==> config.mk <==
export PLATFORM = sky130hd
export DESIGN_NAME = alu_result_queue_flat
export DESIGN_NICKNAME = d
export VERILOG_FILES = /design/src/rtl/alu_result_queue_pkg.sv /design/src/rtl/alu_result_queue_if.sv /design/src/rtl/alu_result_queue_fifo_ptr_ctrl.sv /design/src/rtl/alu_result_queue.sv /design/src/flat_wrapper.sv
export SDC_FILE = /design/constraint.sdc
export NUM_CORES = 1
export LEC_CHECK = 0
export ABC_CLOCK_PERIOD_IN_PS = 2090
export BUFFER_PORTS_ARGS = -buffer_cell sky130_fd_sc_hd__buf_2
export CAP_MARGIN = 20
export CORE_UTILIZATION = 49
export DETAILED_ROUTE_END_ITERATION = 7
export PLACE_DENSITY = 0.72
export SETUP_SLACK_MARGIN = 0.05
export SLEW_MARGIN = 20
export SYNTH_ARGS = -nofsm -noshare
export SYNTH_HDL_FRONTEND = slang
export SYNTH_SLANG_ARGS = --single-unit
export TNS_END_PERCENT = 50
==> constraint.sdc <==
create_clock -name clk -period 2.09 [get_ports clk]
set_clock_uncertainty 0.1 [all_clocks]
set_input_delay 0.3135 -clock clk [delete_from_list [all_inputs] [get_ports clk]]
set_output_delay 0.3135 -clock clk [all_outputs]
set_load 0.01 [all_outputs]
==> src/rtl/alu_result_queue_pkg.sv <==
// alu_result_queue_pkg: shared widths, writeback entry type and R0 tag.
// Imported by the result queue, its pointer controller and interface users.
package alu_result_queue_pkg;

    localparam int DEF_BITWIDTH     = 16;
    localparam int DEF_REGADDRWIDTH = 4;

    localparam logic [DEF_REGADDRWIDTH-1:0] R0_TAG = '0;

    typedef struct packed {
        logic [DEF_BITWIDTH-1:0]     data;
        logic [DEF_REGADDRWIDTH-1:0] dest;
    } wb_entry_t;

endpackage

==> src/rtl/alu_result_queue_if.sv <==
// alu_result_queue_if: valid/ready bus carrying a result and its register tag.
// Ports: valid, ready, data[DW], dest[AW]; master drives valid/data/dest.
interface alu_result_queue_if #(
    parameter int DW = 16,
    parameter int AW = 4
) ();

    logic          valid;
    logic          ready;
    logic [DW-1:0] data;
    logic [AW-1:0] dest;

    modport master (
        output valid,
        output data,
        output dest,
        input  ready
    );

    modport slave (
        input  valid,
        input  data,
        input  dest,
        output ready
    );

endinterface

==> src/rtl/alu_result_queue_fifo_ptr_ctrl.sv <==
// alu_result_queue_fifo_ptr_ctrl: read/write pointers, count, full/empty, flush.
// Ports: clk, rst_n, flush, push, pop -> rptr, wptr, count, full, empty.
module alu_result_queue_fifo_ptr_ctrl #(
    parameter  int DEPTH = 4,
    localparam int PW    = $clog2(DEPTH),
    localparam int CW    = PW + 1
) (
    input  logic          clk,
    input  logic          rst_n,
    input  logic          flush,
    input  logic          push,
    input  logic          pop,
    output logic [PW-1:0] rptr,
    output logic [PW-1:0] wptr,
    output logic [CW-1:0] count,
    output logic          full,
    output logic          empty
);

    logic [PW-1:0] rptr_q;
    logic [PW-1:0] wptr_q;
    logic [CW-1:0] count_q;
    logic          do_push;
    logic          do_pop;

    assign full  = (count_q == CW'(DEPTH));
    assign empty = (count_q == '0);

    // A full queue refuses pushes even when a pop frees a slot this cycle.
    assign do_push = push && !full;
    assign do_pop  = pop && !empty;

    always_ff @(posedge clk or negedge rst_n) begin
        if (!rst_n) begin
            rptr_q  <= '0;
            wptr_q  <= '0;
            count_q <= '0;
        end else if (flush) begin
            rptr_q  <= '0;
            wptr_q  <= '0;
            count_q <= '0;
        end else begin
            if (do_push) wptr_q <= wptr_q + 1'b1;
            if (do_pop)  rptr_q <= rptr_q + 1'b1;
            case ({do_push, do_pop})
                2'b10:   count_q <= count_q + 1'b1;
                2'b01:   count_q <= count_q - 1'b1;
                default: count_q <= count_q;
            endcase
        end
    end

    assign rptr  = rptr_q;
    assign wptr  = wptr_q;
    assign count = count_q;

    a_count_max: assert property (
        @(posedge clk) disable iff (!rst_n) count_q <= CW'(DEPTH));
    a_no_underflow: assert property (
        @(posedge clk) disable iff (!rst_n) !(empty && do_pop));
    a_no_push_full: assert property (
        @(posedge clk) disable iff (!rst_n) !(full && do_push));

endmodule

==> src/rtl/alu_result_queue.sv <==
// alu_result_queue: buffers ALU results with their tags ahead of writeback.
// Ports: clk, rst_n, Flush, Result (slave bus), WB (master bus), Occupancy.
module alu_result_queue
    import alu_result_queue_pkg::*;
#(
    parameter int BITWIDTH     = DEF_BITWIDTH,
    parameter int REGADDRWIDTH = DEF_REGADDRWIDTH,
    parameter int DEPTH        = 4,
    parameter bit DROP_R0      = 1'b1
) (
    input  logic                     clk,
    input  logic                     rst_n,
    input  logic                     Flush,
    alu_result_queue_if.slave        Result,
    alu_result_queue_if.master       WB,
    output logic [$clog2(DEPTH):0]   Occupancy
);

    localparam int PW = $clog2(DEPTH);

    logic [BITWIDTH-1:0]     data_mem [DEPTH];
    logic [REGADDRWIDTH-1:0] dest_mem [DEPTH];

    logic [PW-1:0] rptr;
    logic [PW-1:0] wptr;
    logic [PW:0]   count;
    logic          full;
    logic          empty;
    logic          accept;
    logic          drop;
    logic          push;
    logic          pop;

    assign accept = Result.valid && !full;
    // R0 writes are architecturally void: consume them but never store.
    assign drop   = DROP_R0 &&
                    (Result.dest == REGADDRWIDTH'(R0_TAG));
    assign push   = accept && !drop;
    assign pop    = !empty && WB.ready;

    alu_result_queue_fifo_ptr_ctrl #(
        .DEPTH (DEPTH)
    ) u_ptr (
        .clk   (clk),
        .rst_n (rst_n),
        .flush (Flush),
        .push  (push),
        .pop   (pop),
        .rptr  (rptr),
        .wptr  (wptr),
        .count (count),
        .full  (full),
        .empty (empty)
    );

    always_ff @(posedge clk) begin
        if (push && !Flush) begin
            data_mem[wptr] <= Result.data;
            dest_mem[wptr] <= Result.dest;
        end
    end

    assign Result.ready = !full;
    assign WB.valid     = !empty;
    // Storage is never reset, so mask the head to zero while empty.
    assign WB.data      = empty ? '0 : data_mem[rptr];
    assign WB.dest      = empty ? '0 : dest_mem[rptr];
    assign Occupancy    = count;

endmodule

==> src/flat_wrapper.sv <==
// flat-port wrapper written by rule: the top's interface ports become plain ports
module alu_result_queue_flat import alu_result_queue_pkg::*;
#(
    parameter int BITWIDTH     = DEF_BITWIDTH,
    parameter int REGADDRWIDTH = DEF_REGADDRWIDTH,
    parameter int DEPTH        = 4,
    parameter bit DROP_R0      = 1'b1
)
  (clk, rst_n, Flush, Occupancy, Result_valid, Result_data, Result_dest, Result_ready, WB_valid, WB_data, WB_dest, WB_ready);
  alu_result_queue_if Result_i ();
  alu_result_queue_if WB_i ();
  input  logic clk;
  input  logic rst_n;
  input  logic Flush;
  output logic [$clog2(DEPTH):0] Occupancy;
  input wire logic [$bits(Result_i.valid)-1:0] Result_valid;
  input wire logic [$bits(Result_i.data)-1:0] Result_data;
  input wire logic [$bits(Result_i.dest)-1:0] Result_dest;
  output wire logic [$bits(Result_i.ready)-1:0] Result_ready;
  output wire logic [$bits(WB_i.valid)-1:0] WB_valid;
  output wire logic [$bits(WB_i.data)-1:0] WB_data;
  output wire logic [$bits(WB_i.dest)-1:0] WB_dest;
  input wire logic [$bits(WB_i.ready)-1:0] WB_ready;
  assign Result_i.valid = Result_valid;
  assign Result_i.data = Result_data;
  assign Result_i.dest = Result_dest;
  assign Result_ready = Result_i.ready;
  assign WB_valid = WB_i.valid;
  assign WB_data = WB_i.data;
  assign WB_dest = WB_i.dest;
  assign WB_i.ready = WB_ready;
  alu_result_queue #(.BITWIDTH(BITWIDTH), .REGADDRWIDTH(REGADDRWIDTH), .DEPTH(DEPTH), .DROP_R0(DROP_R0)) u_core (.clk(clk), .rst_n(rst_n), .Flush(Flush), .Result(Result_i), .WB(WB_i), .Occupancy(Occupancy));
endmodule
==> out/metrics.yaml <==
ir_worst_vdd_mv: 0.476
worstSetupEndpointType: "output pin"
met3_usage: 0.0490
grt-busiest-layer: "met2"
grtUsageMet1: 0.222
fillers: 480
r2r-start: "u_core.u_ptr.count[0]"
post_drt_wl_per_cell_um: 17.2
die_area_um2: 7720
root_buffer: "clkbuf_8"
syn_area_um2: 3610
syn_inst: 190
synth_seq_cells: 87
internal_power_uw: 3380
synth_enable_flop_cells: 80
status: "finished, violations left"
hold_path.startpoint: "Result_data[13]"
p_leak_uw: 0.00163
firstDrtPassIters: 4
grt_pass1_wl_mm: 9.94
die_h_um: 87.9
rrSetupSlack_ps: 20
cts.path.max_buffers: 2
dp_slack_ps: 19.6
ys.flop_type: "edfxtp_1"
drv_slew: 0
tritoncts: "yes"
fin_crit_sh: 1.04
ys_seq_area_frac: 0.713
clkPwrFrac: 0.278
synthesis.nets: 220
pwr-share-comb: 0.274
initial_core_util: 0.521
clock_sinks: 87
r2r_end: "u_core.u_ptr.count[2]"
fin_nets: 290
rows: 30
grt_setup_unrepaired: "true"
path_max_fanout: 8
io_pins: 50
routed_wl_mm: 6.21
placement.io_buffers: 49
n_antenna_cell: 0
fin_crit_ps: 2170
max_freq_mhz: 462
cap_viol_max_count: 0
antenna_found_initial: 0
final.setup.worst_slack_ps: -75.6
clk_pin_slew_ps: 80
slew_headroom: 0.686
synth.distinct_cells: 35
first_iter_violations: 77
min_path_type: "primary input to flip-flop"
synth.avg_cell_area_um2: 19.0
ant_nets: 0
violations: "setup timing"
vias: 1889
cts_made_buffers: 9
utilization: 0.652
grt_pass1_vias: 1973
timing_hold_violations_final: 0
core-area_um2: 6940
grt.met2_usage: 0.311
power_frac_seq: 0.447
grt_max_degree: 24
grt_overflow: 0
swShare: 0.255
die_width_um: 87.9
track_usage: 0.185
holdPathEnd: "u_core.data_mem[3][13]"
viasPerCell: 5.23
tightestPinTransition_ps: 471
syn2layout_area_growth_pct: 25.2
layout-drive-gt1-share: 0.487
h-tree-depth: 3
required_ps: 1680
powerDensity_nw_per_um2: 1000
power.switching_uw: 1160
r2r_cells: 7
whs_path_depth: 1
async_reset_ff_frac: 0.0805
yosys_warnings: 0
start_kind: "flip-flop"
hpwl_mm: 3.94
drc: 0
clk_latency_ps: 350
arrival_ps: 1750
setup_viol_count_final: 20
path_class: "flip-flop to output pin"
finalWeightedCongestion: 0.797
[placed cells by master (no fill, tap or decap), types with 2 or more instances in the layout]
cell type  count
buf_4         11
dfrtp_1        6
ha_1           4
bufinv_16      2
buf_6         18
o21a_1         2
xnor2_1        2
and3_2         3
mux2i_1        2
and2_1         4
a21oi_1        2
clkbuf_8       9
edfxtp_1      80
clkinv_4       2
buf_2         33
nand3_1        4
inv_1          3
nor2_1         8
buf_12         6
nand2b_1       2
and2_4        16
mux4_2        20
nand2_1        2
xor2_1         2
[cell usage after synthesis, types with 3 or more instances]
cell | n | area share
and3_1 | 4 | 0.0069
edfxtp_1 | 80 | 0.66
and2_1 | 20 | 0.035
inv_1 | 3 | 0.0031
mux4_2 | 20 | 0.12
clkbuf_1 | 4 | 0.0042
dfrtp_1 | 7 | 0.048
ha_1 | 4 | 0.014
nor2_1 | 9 | 0.0093
nand3_1 | 4 | 0.0055
[registers in the layout, indices dropped and copies added, names as in the netlist]
register            flops
u_core.data_mem        64
u_core.u_ptr.rptr       2
u_core.dest_mem        16
u_core.u_ptr.count      3
u_core.u_ptr.wptr       2
[stage by stage]
| step | hold WS, ps | setup TNS, ps | total power [µW] | instances | area, µm² |
|---|---|---|---|---|---|
| 4_1_cts | 58.1 | -2020 | 4510 | 362 | 4470 |
| 5_1_grt | 58.1 | -2340 | 4750 | 361 | 4530 |
| 3_5_place_dp | 64.4 | 0 | 3070 | 342 | 4120 |
| 2_1_floorplan | -82.1 | -323 | 2710 | 190 | 3620 |
| 6_report | 75.8 | -825 | 4550 | 361 | 4530 |
| 3_3_place_gp | 66.8 | 0 | 3050 | 342 | 4120 |
[worst max path at each step]
stage                          startpoint                     to  depth (start not counted)
global route         u_core.u_ptr.rptr[0]             WB_dest[3]                          4
detailed placement         Result_dest[1]  u_core.u_ptr.count[1]                          8
CTS                  u_core.u_ptr.rptr[0]             WB_data[3]                          5
finish               u_core.u_ptr.rptr[0]             WB_dest[3]                          4
floorplan           u_core.u_ptr.count[2]  u_core.u_ptr.count[2]                          9
global placement           Result_dest[1]  u_core.u_ptr.count[1]                          8
[cell type report]
class | count | area [µm²] | area share
tap | 96 | 120 | 0.0265
timing repair buffer | 69 | 581 | 0.128
clock buffer | 10 | 128 | 0.0282
multi-input combinational | 90 | 1010 | 0.224
clock inverter | 6 | 93.8 | 0.0207
inverter | 3 | 11.3 | 0.00249
sequential | 87 | 2580 | 0.570
[logic make-up after synthesis]
group	Yosys count	share of synthesized area
AOI/OAI and AO/OA	15	0.0377
xor gates and xnor gates	4	0.00969
adders and majority gates	5	0.0194
buffers and inverters	13	0.0201
DFF	87	0.713
muxes	22	0.130
and+or+nand+nor	44	0.0699
[layer usage]
| layer | part of all wire | routed length [µm] |
|---|---|---|
| met1 | 0.42 | 2640 |
| met4 | 0.015 | 90 |
| met3 | 0.036 | 224 |
| met5 | 0 | 0 |
| met2 | 0.52 | 3260 |
[worst max-delay path, cell delays in order, from the launching register on]
cell     delay [ps]
dfrtp_2         440
buf_12          160
mux4_2          510
and2_4          180
buf_6           110
[timing repair]
item	4_1_cts	5_1_grt
gates cloned	1	0
buffers inserted	2	0
setup endpoints to repair	21	23
pin swaps	10	1
hold buffers	1	0
gates resized for setup	18	19
hold endpoints to repair	7	0
[power groups by stage]
stage | Sequential (µW) | Combinational [µW] | Clock [µW]
after detailed placement | 2070 | 1000 | 0
after floorplan | 2080 | 633 | 0
after CTS | 2030 | 1170 | 1300
after global placement | 2060 | 988 | 0
final | 2030 | 1250 | 1270
after global routing | 2040 | 1350 | 1350
(Power assumes the default switching activity.)
